$ cat src/rtl/pong_pkg.sv
// Shared Pong constants: playfield size, spawner state encoding, power-up types.
// Latency: none (declarations only).
// Backpressure: none (declarations only).
package pong_pkg;

  // Default playfield geometry in pixels.
  localparam int PONG_SCREEN_W = 640;
  localparam int PONG_SCREEN_H = 480;

  // Spawner state encoding, kept as plain 2-bit constants for legacy users.
  localparam logic [1:0] PLACE    = 2'd0;
  localparam logic [1:0] ACTIVE   = 2'd1;
  localparam logic [1:0] EATEN    = 2'd2;
  localparam logic [1:0] COOLDOWN = 2'd3;

  // Power-up type encoding; the value doubles as the pp_status bit index.
  typedef enum logic [1:0] {
    PU_WIDE_PADDLE = 2'd0,
    PU_FAST_BALL   = 2'd1,
    PU_MULTI_BALL  = 2'd2,
    PU_SLOW_BALL   = 2'd3
  } pu_mode_e;

endpackage

$ cat src/rtl/lfsr16.sv
// 16-bit Galois LFSR, x^16+x^14+x^13+x^11+1, free-running from SEED.
// Latency: new state every clock.
// Backpressure: none, always advances.
module lfsr16 #(
  parameter logic [15:0] SEED = 16'hACE1
) (
  input  logic        clk,
  input  logic        reset,
  output logic [15:0] state
);

  // Shift right; the bit falling out of bit 0 is fed back into the tap positions.
  always_ff @(posedge clk or negedge reset) begin
    if (!reset) begin
      state <= SEED;
    end else begin
      state <= {1'b0, state[15:1]} ^ (state[0] ? 16'hB400 : 16'h0000);
    end
  end

endmodule

$ cat src/rtl/powerup_spawner.sv
// Places one power-up token at a random in-bounds spot, picks its type, detects ball hits.
// Latency: registered outputs; visible 1 cycle after accept, eaten 1 cycle after hitting tick.
// Backpressure: none; respawn only honoured in COOLDOWN, tick only in ACTIVE.
module powerup_spawner
  import pong_pkg::*;
#(
  parameter int          SCREEN_W  = PONG_SCREEN_W,
  parameter int          SCREEN_H  = PONG_SCREEN_H,
  parameter int          MARGIN    = 32,
  parameter int          PP_SIZE   = 16,
  parameter int          BALL_SIZE = 8,
  parameter int          LIFETIME  = 600,
  parameter logic [15:0] LFSR_SEED = 16'hACE1
) (
  input  logic       clk,
  input  logic       reset,
  input  logic       tick,
  input  logic       respawn,
  input  logic [3:0] pp_status,
  input  logic [9:0] ball_x,
  input  logic [9:0] ball_y,
  output logic       eaten,
  output logic [1:0] mode,
  output logic [9:0] pp_x,
  output logic [9:0] pp_y,
  output logic       pp_visible
);

  localparam int LT_W  = $clog2(LIFETIME + 1);
  localparam int X_MIN = MARGIN;
  localparam int X_MAX = SCREEN_W - MARGIN - PP_SIZE;
  localparam int Y_MIN = MARGIN;
  localparam int Y_MAX = SCREEN_H - MARGIN - PP_SIZE;

  logic [15:0]     lfsr;
  logic [1:0]      state;
  logic [1:0]      state_nxt;
  logic [LT_W-1:0] life_cnt;
  logic [LT_W-1:0] life_nxt;
  logic [9:0]      cand_x;
  logic [9:0]      cand_y;
  logic            accept;
  logic [1:0]      pick;
  logic            overlap;
  logic            expire;

  lfsr16 #(.SEED(LFSR_SEED)) u_lfsr (
    .clk   (clk),
    .reset (reset),
    .state (lfsr)
  );

  // Candidate position straight from the LFSR; accept only inside the keep-out border.
  always_comb begin
    cand_x = lfsr[9:0];
    cand_y = {1'b0, lfsr[15:7]};
    accept = ({1'b0, cand_x} >= 11'(X_MIN)) && ({1'b0, cand_x} <= 11'(X_MAX)) &&
             ({1'b0, cand_y} >= 11'(Y_MIN)) && ({1'b0, cand_y} <= 11'(Y_MAX));
  end

  // Mode picker: first type not already running, scanning upward from a random start.
  always_comb begin
    pick = lfsr[1:0];
    for (int i = 3; i >= 0; i--) begin
      if (!pp_status[2'(lfsr[1:0] + 2'(i))]) begin
        pick = 2'(lfsr[1:0] + 2'(i));
      end
    end
  end

  // Axis-aligned box overlap at 11 bits so ball near the right/bottom edge cannot wrap.
  always_comb begin
    overlap = ({1'b0, ball_x} + 11'(BALL_SIZE) > {1'b0, pp_x}) &&
              ({1'b0, ball_x} < {1'b0, pp_x} + 11'(PP_SIZE)) &&
              ({1'b0, ball_y} + 11'(BALL_SIZE) > {1'b0, pp_y}) &&
              ({1'b0, ball_y} < {1'b0, pp_y} + 11'(PP_SIZE));
    life_nxt = life_cnt + LT_W'(1);
    expire   = (life_nxt == LT_W'(LIFETIME));
  end

  // Next-state logic; a hit takes priority over lifetime expiry on the same tick.
  always_comb begin
    state_nxt = state;
    case (state)
      PLACE:    if (accept) state_nxt = ACTIVE;
      ACTIVE: begin
        if (tick) begin
          if (overlap)     state_nxt = EATEN;
          else if (expire) state_nxt = PLACE;
        end
      end
      EATEN:    state_nxt = COOLDOWN;
      COOLDOWN: if (respawn) state_nxt = PLACE;
      default:  state_nxt = PLACE;
    endcase
  end

  // State, latched token attributes, lifetime counter and registered status outputs.
  always_ff @(posedge clk or negedge reset) begin
    if (!reset) begin
      state      <= PLACE;
      life_cnt   <= '0;
      pp_x       <= '0;
      pp_y       <= '0;
      mode       <= '0;
      eaten      <= 1'b0;
      pp_visible <= 1'b0;
    end else begin
      state      <= state_nxt;
      eaten      <= (state_nxt == EATEN);
      pp_visible <= (state_nxt == ACTIVE);
      if (state == PLACE && accept) begin
        pp_x     <= cand_x;
        pp_y     <= cand_y;
        mode     <= pick;
        life_cnt <= '0;
      end else if (state == ACTIVE && tick && !overlap) begin
        life_cnt <= life_nxt;
      end
    end
  end

endmodule

$ cat config.mk
export PLATFORM = sky130hd
export DESIGN_NAME = powerup_spawner
export DESIGN_NICKNAME = d
export VERILOG_FILES = /design/src/rtl/pong_pkg.sv /design/src/rtl/lfsr16.sv /design/src/rtl/powerup_spawner.sv
export SDC_FILE = /design/constraint.sdc
export NUM_CORES = 1
export LEC_CHECK = 0
export ABC_AREA = 1
export CELL_PAD_IN_SITES_DETAIL_PLACEMENT = 1
export CELL_PAD_IN_SITES_GLOBAL_PLACEMENT = 1
export CORE_MARGIN = 2
export CORE_UTILIZATION = 25
export DETAILED_ROUTE_END_ITERATION = 8
export PLACE_DENSITY = 0.52
export SLEW_MARGIN = 5
export SYNTH_ARGS = -nofsm -noshare
export SYNTH_HDL_FRONTEND = slang
export SYNTH_HIERARCHICAL = 1
export SYNTH_SLANG_ARGS = --single-unit
$ cat constraint.sdc
create_clock -name clk -period 3.2 [get_ports clk]
set_input_delay 0.64 -clock clk [delete_from_list [all_inputs] [get_ports clk]]
set_output_delay 0.64 -clock clk [all_outputs]
set_load 0.05 [all_outputs]
== Yosys cells after proc, flatten, opt, wreduce, memory -nomap -nowiden ==
Cells that the tools add are included.
Word-level totals
  register bits after elaboration: 51
  input port bits: 28
  logic and storage cells: 68
Operators by class
  add/subtract/negate cells: 8
  bitwise gates (word level): 1
  reductions and logical operators: 12
  multiplexer cells: 21
  $lt $le $gt $ge: 12
  equality and inequality tests: 6
Operator list (number)
  $add 10x4->11 const B: 2
  $mux 10: 2
  $mux 2: 9
  $mux 16: 1
  $xor 15x16->16: 1
  $lt 2x3->1 const B: 4
  $add 10x5->11 const B: 1
  $gt 11x10->1: 1
  $gt 11x9->1: 1
  $lt 10x11->1: 1
  $add 10x1->10 const B: 1
  $add 9x5->10 const B: 1
  $eq 10x10->1 const B: 1
  $ge 10x6->1 const B: 1
  $le 10x10->1 const B: 1
  $lt 10x10->1: 1
  $ge 9x6->1 const B: 1
  $le 9x9->1 const B: 1
  $logic_and 1x1->1: 9
  $bmux 1 s2: 4
  $pmux 2 s4: 1
  $eq 2x2->1 const B: 3
  $add 2x2->2 const B: 2
  $eq 2x1->1 const B: 2
  5 further kinds: 8

== Logic depth before layout (Yosys ltp) ==
  word-level depth: 9
  mapped depth: 17
  gate-level depth less buffers: 17

== Cells and area by module ==
The synthesis kept the hierarchy.
By module, submodules not included
  powerup_spawner: times used 1, area each 2891.5 um^2, cells each 410, seq. area each 800.8 um^2
  lfsr16: times used 1, area each 459.2 um^2, cells each 29, seq. area each 410.4 um^2

== Worst setup path after synthesis ==
OpenSTA, ideal clock, no wires.
  path type: flip-flop to flip-flop
  start: register pp_x[4]
  end: register life_cnt[0]
  cell stages (with the launch flop): 15
  arrival time: 2374 ps
  slack: 703 ps
  cells stage by stage: dfrtp_1 ha_1 nand3_1 xor2_1 ha_1 a21oi_1 nor2_1 nor2_1 nand3_1 nor2_1 nand3_2 nand2_4 inv_2 nor2_1 a21oi_2
On the way
  word-level cells in the longest chain between the ends: 8
Ends and longest elaborated chain
  from (decl): line powerup_spawner.sv:24  | output logic [9:0] pp_x,
  from (signal assigned): line powerup_spawner.sv:113  | pp_x <= cand_x;
  $add 10x5->11: line powerup_spawner.sv:74  | ({1'b0, ball_x} < {1'b0, pp_x} + 11'(PP_SIZE)) &&
  $lt 10x11->1: line powerup_spawner.sv:74
  $logic_and 1x1->1 *: line powerup_spawner.sv:73  | overlap = ({1'b0, ball_x} + 11'(BALL_SIZE) > {1'b0, pp_x}) &&
  $logic_and 1x1->1 *: line powerup_spawner.sv:74
  $logic_and 1x1->1 *: line powerup_spawner.sv:75  | ({1'b0, ball_y} + 11'(BALL_SIZE) > {1'b0, pp_y}) &&
  $logic_not 1->1 *: line powerup_spawner.sv:117  | end else if (state == ACTIVE && tick && !overlap) begin
  $logic_and 1x1->1 *: line powerup_spawner.sv:117
  $reduce_bool 2->1 (no line) *
  to (signal assigned): line powerup_spawner.sv:118  | life_cnt <= life_nxt;
  to (decl): line powerup_spawner.sv:38  | logic [LT_W-1:0] life_cnt;
Mark *: on every way between the ends. The rest lies on a longest branch, timed or not.
A chain may end at the register's enable or synchronous reset.

== Worst setup path after layout ==
  start: input port ball_x[4]
  end: register life_cnt[4]
On the way
  word-level cells in the longest chain between the ends: 8
Ends and longest elaborated chain
  from (decl): line powerup_spawner.sv:20  | input logic [9:0] ball_x,
  $add 10x4->11: line powerup_spawner.sv:73
  $gt 11x10->1: line powerup_spawner.sv:73
  $logic_and 1x1->1 *: line powerup_spawner.sv:73
  $logic_and 1x1->1 *: line powerup_spawner.sv:74
  $logic_and 1x1->1 *: line powerup_spawner.sv:75
  $logic_not 1->1 *: line powerup_spawner.sv:117
  $logic_and 1x1->1 *: line powerup_spawner.sv:117
  $reduce_bool 2->1 (no line) *
Marked as above.

==> results by group <==
Run status
  – Outcome: finished, final reports clean

Global routing
  – GRT Total Usage: around an eighth
  – Pin count of the biggest net entering global routing: 49
  – GR Overflow Total: 0
  – Vias in the first global route: 3101
  – Initial antenna violation count: 0
  – Grt met2 use: 21.2%
  – Grt peak-use layer: met2
  – Met3 Use GR: 2.38%
  – First-pass GRT wire length: 14800 um
  – Grt met1 use: 17.0%

Finish
  – Fin area: 0.00430 sq mm
  – Commonest non-fill, non-tap cells in the layout: 119 x nand2_1, 69 x inv_1, 49 x clkdlybuf4s50_1
  – Share of layout cells above drive strength 1: 7.63%
  – Post-Layout Cell Count: 674
  – Final nets: 564
  – Antenna Cells: 0
  – Fillers: 1609
  – Area grow syn2layout: 28.3%
  – Leading cell type in the layout, fill and taps excluded: nand2_1

Clock tree
  – CTS Root Cell: clkbuf_16
  – Clock Pin Slew Worst Setup and Hold Paths: 0.07 ns
  – Maximum clock path buffer count: 2
  – Post-CTS setup buffers: 0
  – PostCTS Resize Cnt: 0
  – H-tree depth: 2
  – CTS Buf Count: 5
  – CTS tree: done
  – CTS Hold Buffers Added: 0
  – Clk_lat worst skew: 0.29 ns
  – TritonCTS Sinks: 48

Power
  – Total power: 1.88 mW
  – Pwr dens: 437 mW/mm^2
  – Worst IR Drop VDD: between 0.0002 and 0.0003 V
  – Static Leakage: about 2.0 nW

STA
  – Setup Skew: around 0.0065 ns
  – Setup violators final: 0
  – Final Cycle Share: 92.3%
  – F_max: 338 MHz
  – Max Slew Vio Count: 0
  – Unrepaired setup endpoints after global routing: false
  – Slew headroom: 57.0%
  – Final hold vios: 0
  – Worst-Margin Slew: roughly 0.64 ns
  – Final min period: approximately 3 ns

Synth
  – Post-synthesis sequential area ratio: 36.1%
  – Netlist cell types: 34
  – Register bit total from synthesis: 48
  – Cell Area, Synth: 0.00335 sq mm
  – Synthesized Nets: ~510
  – Synth warnings: 6
  – Cell count after synthesis: 439
  – Syn_area_per_cell: 7.63 sq um

Critical path
  – Reg2Reg Depth: 13
  – CP required: 3.40 ns
  – CP Capture Type: register
  – Type of the worst setup path: input pin to register
  – Worst-path fanout max: 8
  – Startpoint types: input pin
  – CP arrival: 3.15 ns

Placed design
  – IO Port Bufs: 50
  – Placed Area: 0.00408 sq mm
  – Cells after DPL: 666
  – Detail Placement HPWL: around 7000 um
  – RePlAce Congestion: just under 0.8

Route
  – Pre-antenna DRT Iters: 4
  – Antenna-violating nets left: 0
  – Drt total wl: 8670 um
  – Remaining DRCs: 0
  – Vias after detailed routing: 2941
  – Vias/cell: 4.36
  – WL/cell: approximately 13 um
  – DRT iter0 DRCs: 82

Floorplanning
  – Die Ht: 120 um
  – # rows: 42
  – Chip Width: around 120 um
  – Die footprint: 0.0143 sq mm
  – Core area: 0.0132 sq mm
  – Io pins: 52
  – Initial Util: 25.4%

Job
  – Max-cap viol count: 0

Hold path
  – Worst min path class: register to register
  – Worst hold path depth: 0
through the flow:
stage	TNS [ns]	util [%]	hold WS, ns	setup WS [ns]
CTS	0	32.6	0.383	0.199
detailed placement	-0.521	31.0	0.371	-0.0823
global placement	0	31.0	0.371	0.00888
floorplan	0	-	0.344	0.703
finish	0	32.6	0.387	0.245
global route	0	32.6	0.391	0.0449
Yosys cell counts, drive strengths merged:
master	n	share of area (%)
nand2	121	14
inv	72	8.1
dfrtp	40	30
ha	39	15
nor2	31	3.8
o21ai	30	4.7
nand3	25	3.9
xor2	20	5.2
a21oi	15	2.4
dfstp	8	6.3
buf	6	1.2
nor3	5	0.75
o22ai	5	0.93
nand4	4	0.75
xnor2	4	1.0
nand3b	3	0.67
a31oi	2	0.37
or2	2	0.37
a211oi	1	0.22
a21o	1	0.22
clkbuf	1	0.11
clkinv	1	0.11
conb	1	0.11
nor4	1	0.19
o21a	1	0.22
final timing paths:
path	from	endpoint	slack (ns)
min in group asynchronous	reset	eaten	0.44
max in group asynchronous	reset	u_lfsr/state[1]	2.34
hold reg to reg	u_lfsr/state[7]	u_lfsr/state[6]	0.39
setup reg to reg	pp_x[4]	life_cnt[4]	0.61
hold / removal	u_lfsr/state[7]	u_lfsr/state[6]	0.39
setup / recovery	ball_x[4]	life_cnt[4]	0.25
state kept, by name (all words and copies together) (netlist names):
register / count
u_lfsr/state: 16
life_cnt: 10
pp_x: 9
pp_y: 7
mode: 2
state: 2
eaten: 1
pp_visible: 1
critical path: stages:
cell             delay [ns]
clkdlybuf4s50_1        0.51
ha_1                   0.20
nand3_1                0.10
nand3b_1               0.20
xnor2_1                0.15
ha_1                   0.32
nand4_1                0.09
nor2_1                 0.04
nand3_1                0.06
nand3_1                0.07
nor2_1                 0.19
nand3_2                0.16
nand2_4                0.15
nand2_4                0.11
o22ai_1                0.18
per-layer routing:
layer  vias to the layer above  wire [um]
met2                        39       3950
li1                       1512          -
met1                      1383       4400
met5                         -          0
met4                         0         87
met3                         7        237
cell type report:
| cell class | instances | area (sq um) | area share (%) |
|---|---|---|---|
| multi-input cells | 311 | 1820 | 42.4 |
| flip-flops and latches | 48 | 1210 | 28.2 |
| inverters | 73 | 274 | 6.38 |
| clock buffers | 5 | 125 | 2.91 |
| well taps | 176 | 220 | 5.12 |
| clock inverters | 3 | 90.1 | 2.10 |
| repair buffers | 58 | 556 | 12.9 |
where the power goes:
part / switching [mW] / internal [mW]
sequential: 0.0463 / 0.659
combinational: 0.242 / 0.171
clock: 0.234 / 0.527
total: 0.522 / 1.36
cells by family after synthesis:
family | Yosys count | share of synthesized area, %
xor gates and xnor gates | 24 | 6.27
buffers and inverters | 80 | 9.48
and+or+nand+nor | 192 | 24.4
other | 1 | 0.112
AOI/OAI and AO/OA | 55 | 9.04
adders and majority gates | 39 | 14.6
DFF | 48 | 36.1
(Power assumes the default switching activity.)
==> patch, RTL diff (same flow settings) <==
Reset style: synchronous (`reset`), changed in 2 clocked blocks.
--- a/src/rtl/lfsr16.sv
+++ b/src/rtl/lfsr16.sv
@@ -10,7 +10,7 @@
 );
 
   // Shift right; the bit falling out of bit 0 is fed back into the tap positions.
-  always_ff @(posedge clk or negedge reset) begin
+  always_ff @(posedge clk) begin
     if (!reset) begin
       state <= SEED;
     end else begin
--- a/src/rtl/powerup_spawner.sv
+++ b/src/rtl/powerup_spawner.sv
@@ -96,7 +96,7 @@
   end
 
   // State, latched token attributes, lifetime counter and registered status outputs.
-  always_ff @(posedge clk or negedge reset) begin
+  always_ff @(posedge clk) begin
     if (!reset) begin
       state      <= PLACE;
       life_cnt   <= '0;
Function: differs if reset is asserted again (counterexample within 4 cycles, from zero or initial values and one cycle with reset low); with reset held inactive, the same outputs for 10 cycles.
==> patch against the unedited design <==
  * First-iteration DRC count shrank 4.9%
  * Clock skew shrank 0.0032 ns
  * Setup slack gained 0.018 ns
  * Power grew 7.7%
  * Core utilization grew 0.073 points
  * Worst hold slack gained 0.048 ns
  * Critical endpoint is now life_cnt[5]
  * Routed wire length grew 2.4%
  * Synthesized cell count grew 7.1%
  * Highest routed layer unchanged
  * Design area shrank 0.17%
  * Area after synthesis shrank 0.37%
  * Sequential cell count is the same
==> patch: results (changes against the unedited design) <==
| Metric | Value |
|---|---|
| Clock skew | `0.00327 ns (-0.00318 ns)` |
| Number of distinct library cells after synthesis | `41 (+21%)` |
| Synth Area in Adders | `14.6% (+0.055 points)` |
| HP Start | `u_lfsr/state[7]` |
| Crit path launch | `ball_x[5]` |
| GPL Wtd Cong | `0.761 (-2.6%)` |
| Net count after synthesis | `537 (+6.1%)` |
| Mux contribution to synthesized area | `0.300% (+0.30 points)` |
| Worst hold stages | `2 (+2)` |
| Rel. slew slack | `66.3% (+9.3 points)` |
| Status | `complete, no violations` |
| Most used flip-flop cell after synthesis | `dfxtp_1` |
| Drt via density | `4.35 (-0.27%)` |
| Reg2Reg Depth | `14 (+1)` |
| Finished Layout Cells | `708 (+5.0%)` |
| Clock period minus worst slack | `2.94 ns (-0.0175 ns)` |
| Hold path endpoint | `u_lfsr/state[6]` |
| M1 WL | `4350 µm (-1.2%)` |
| Met3 Wirelength | `270 µm (+14%)` |
| Synth top area cells | `dfxtp_1 29%, ha_1 15%, nand2_1 14%` |
| Initial drt markers | `78 (-4.9%)` |
| Total length of routed wires | `8870 µm (+2.4%)` |
| Worst VDD drop | `0.194 mV (-30%)` |
| Met2 WL | `4170 µm (+5.7%)` |
| Xor/xnor share of the synthesized area | `6.30% (+0.024 points)` |
| Proportion of layout cells with a drive suffix above 1 | `10.3% (+2.7 points)` |
| Worst Setup EP | `life_cnt[5]` |
-- patch: cell types whose count changed in the layout (fill, tap and decap cells not counted), moves of 5 or more --
cell     delta
dfxtp_1    +48
a21oi_1     +9
nand2_1     +5
buf_4       +7
dfrtp_1    -40
dfstp_2     -8
a21oi_2    +10
o21ai_0     -9
-- patch: power by group through the flow --
| stage | sequential, µW | combinational (µW) | clock, µW |
|---|---|---|---|
| floorplan | 808 | 364 | 0 |
| global route | 709 | 770 | 681 |
| CTS | 703 | 689 | 656 |
| detailed placement | 716 | 684 | 0 |
| finish | 701 | 684 | 638 |
| global placement | 715 | 674 | 0 |
-- patch: area by class of cell --
type	count	area, µm²
fill	1642	8850
inverter	77	293
clock buffer	7	153
clock inverter	1	30.0
tap	176	220
timing repair buffer	65	618
sequential	48	961
multi-input combinational	334	2020
-- patch: repair_timing --
item / 4_1_cts / 5_1_grt
buffers inserted: 0 / 1
hold buffers: 0 / 0
endpoints found under the setup margin: 0 / 4
resized for setup: 0 / 8
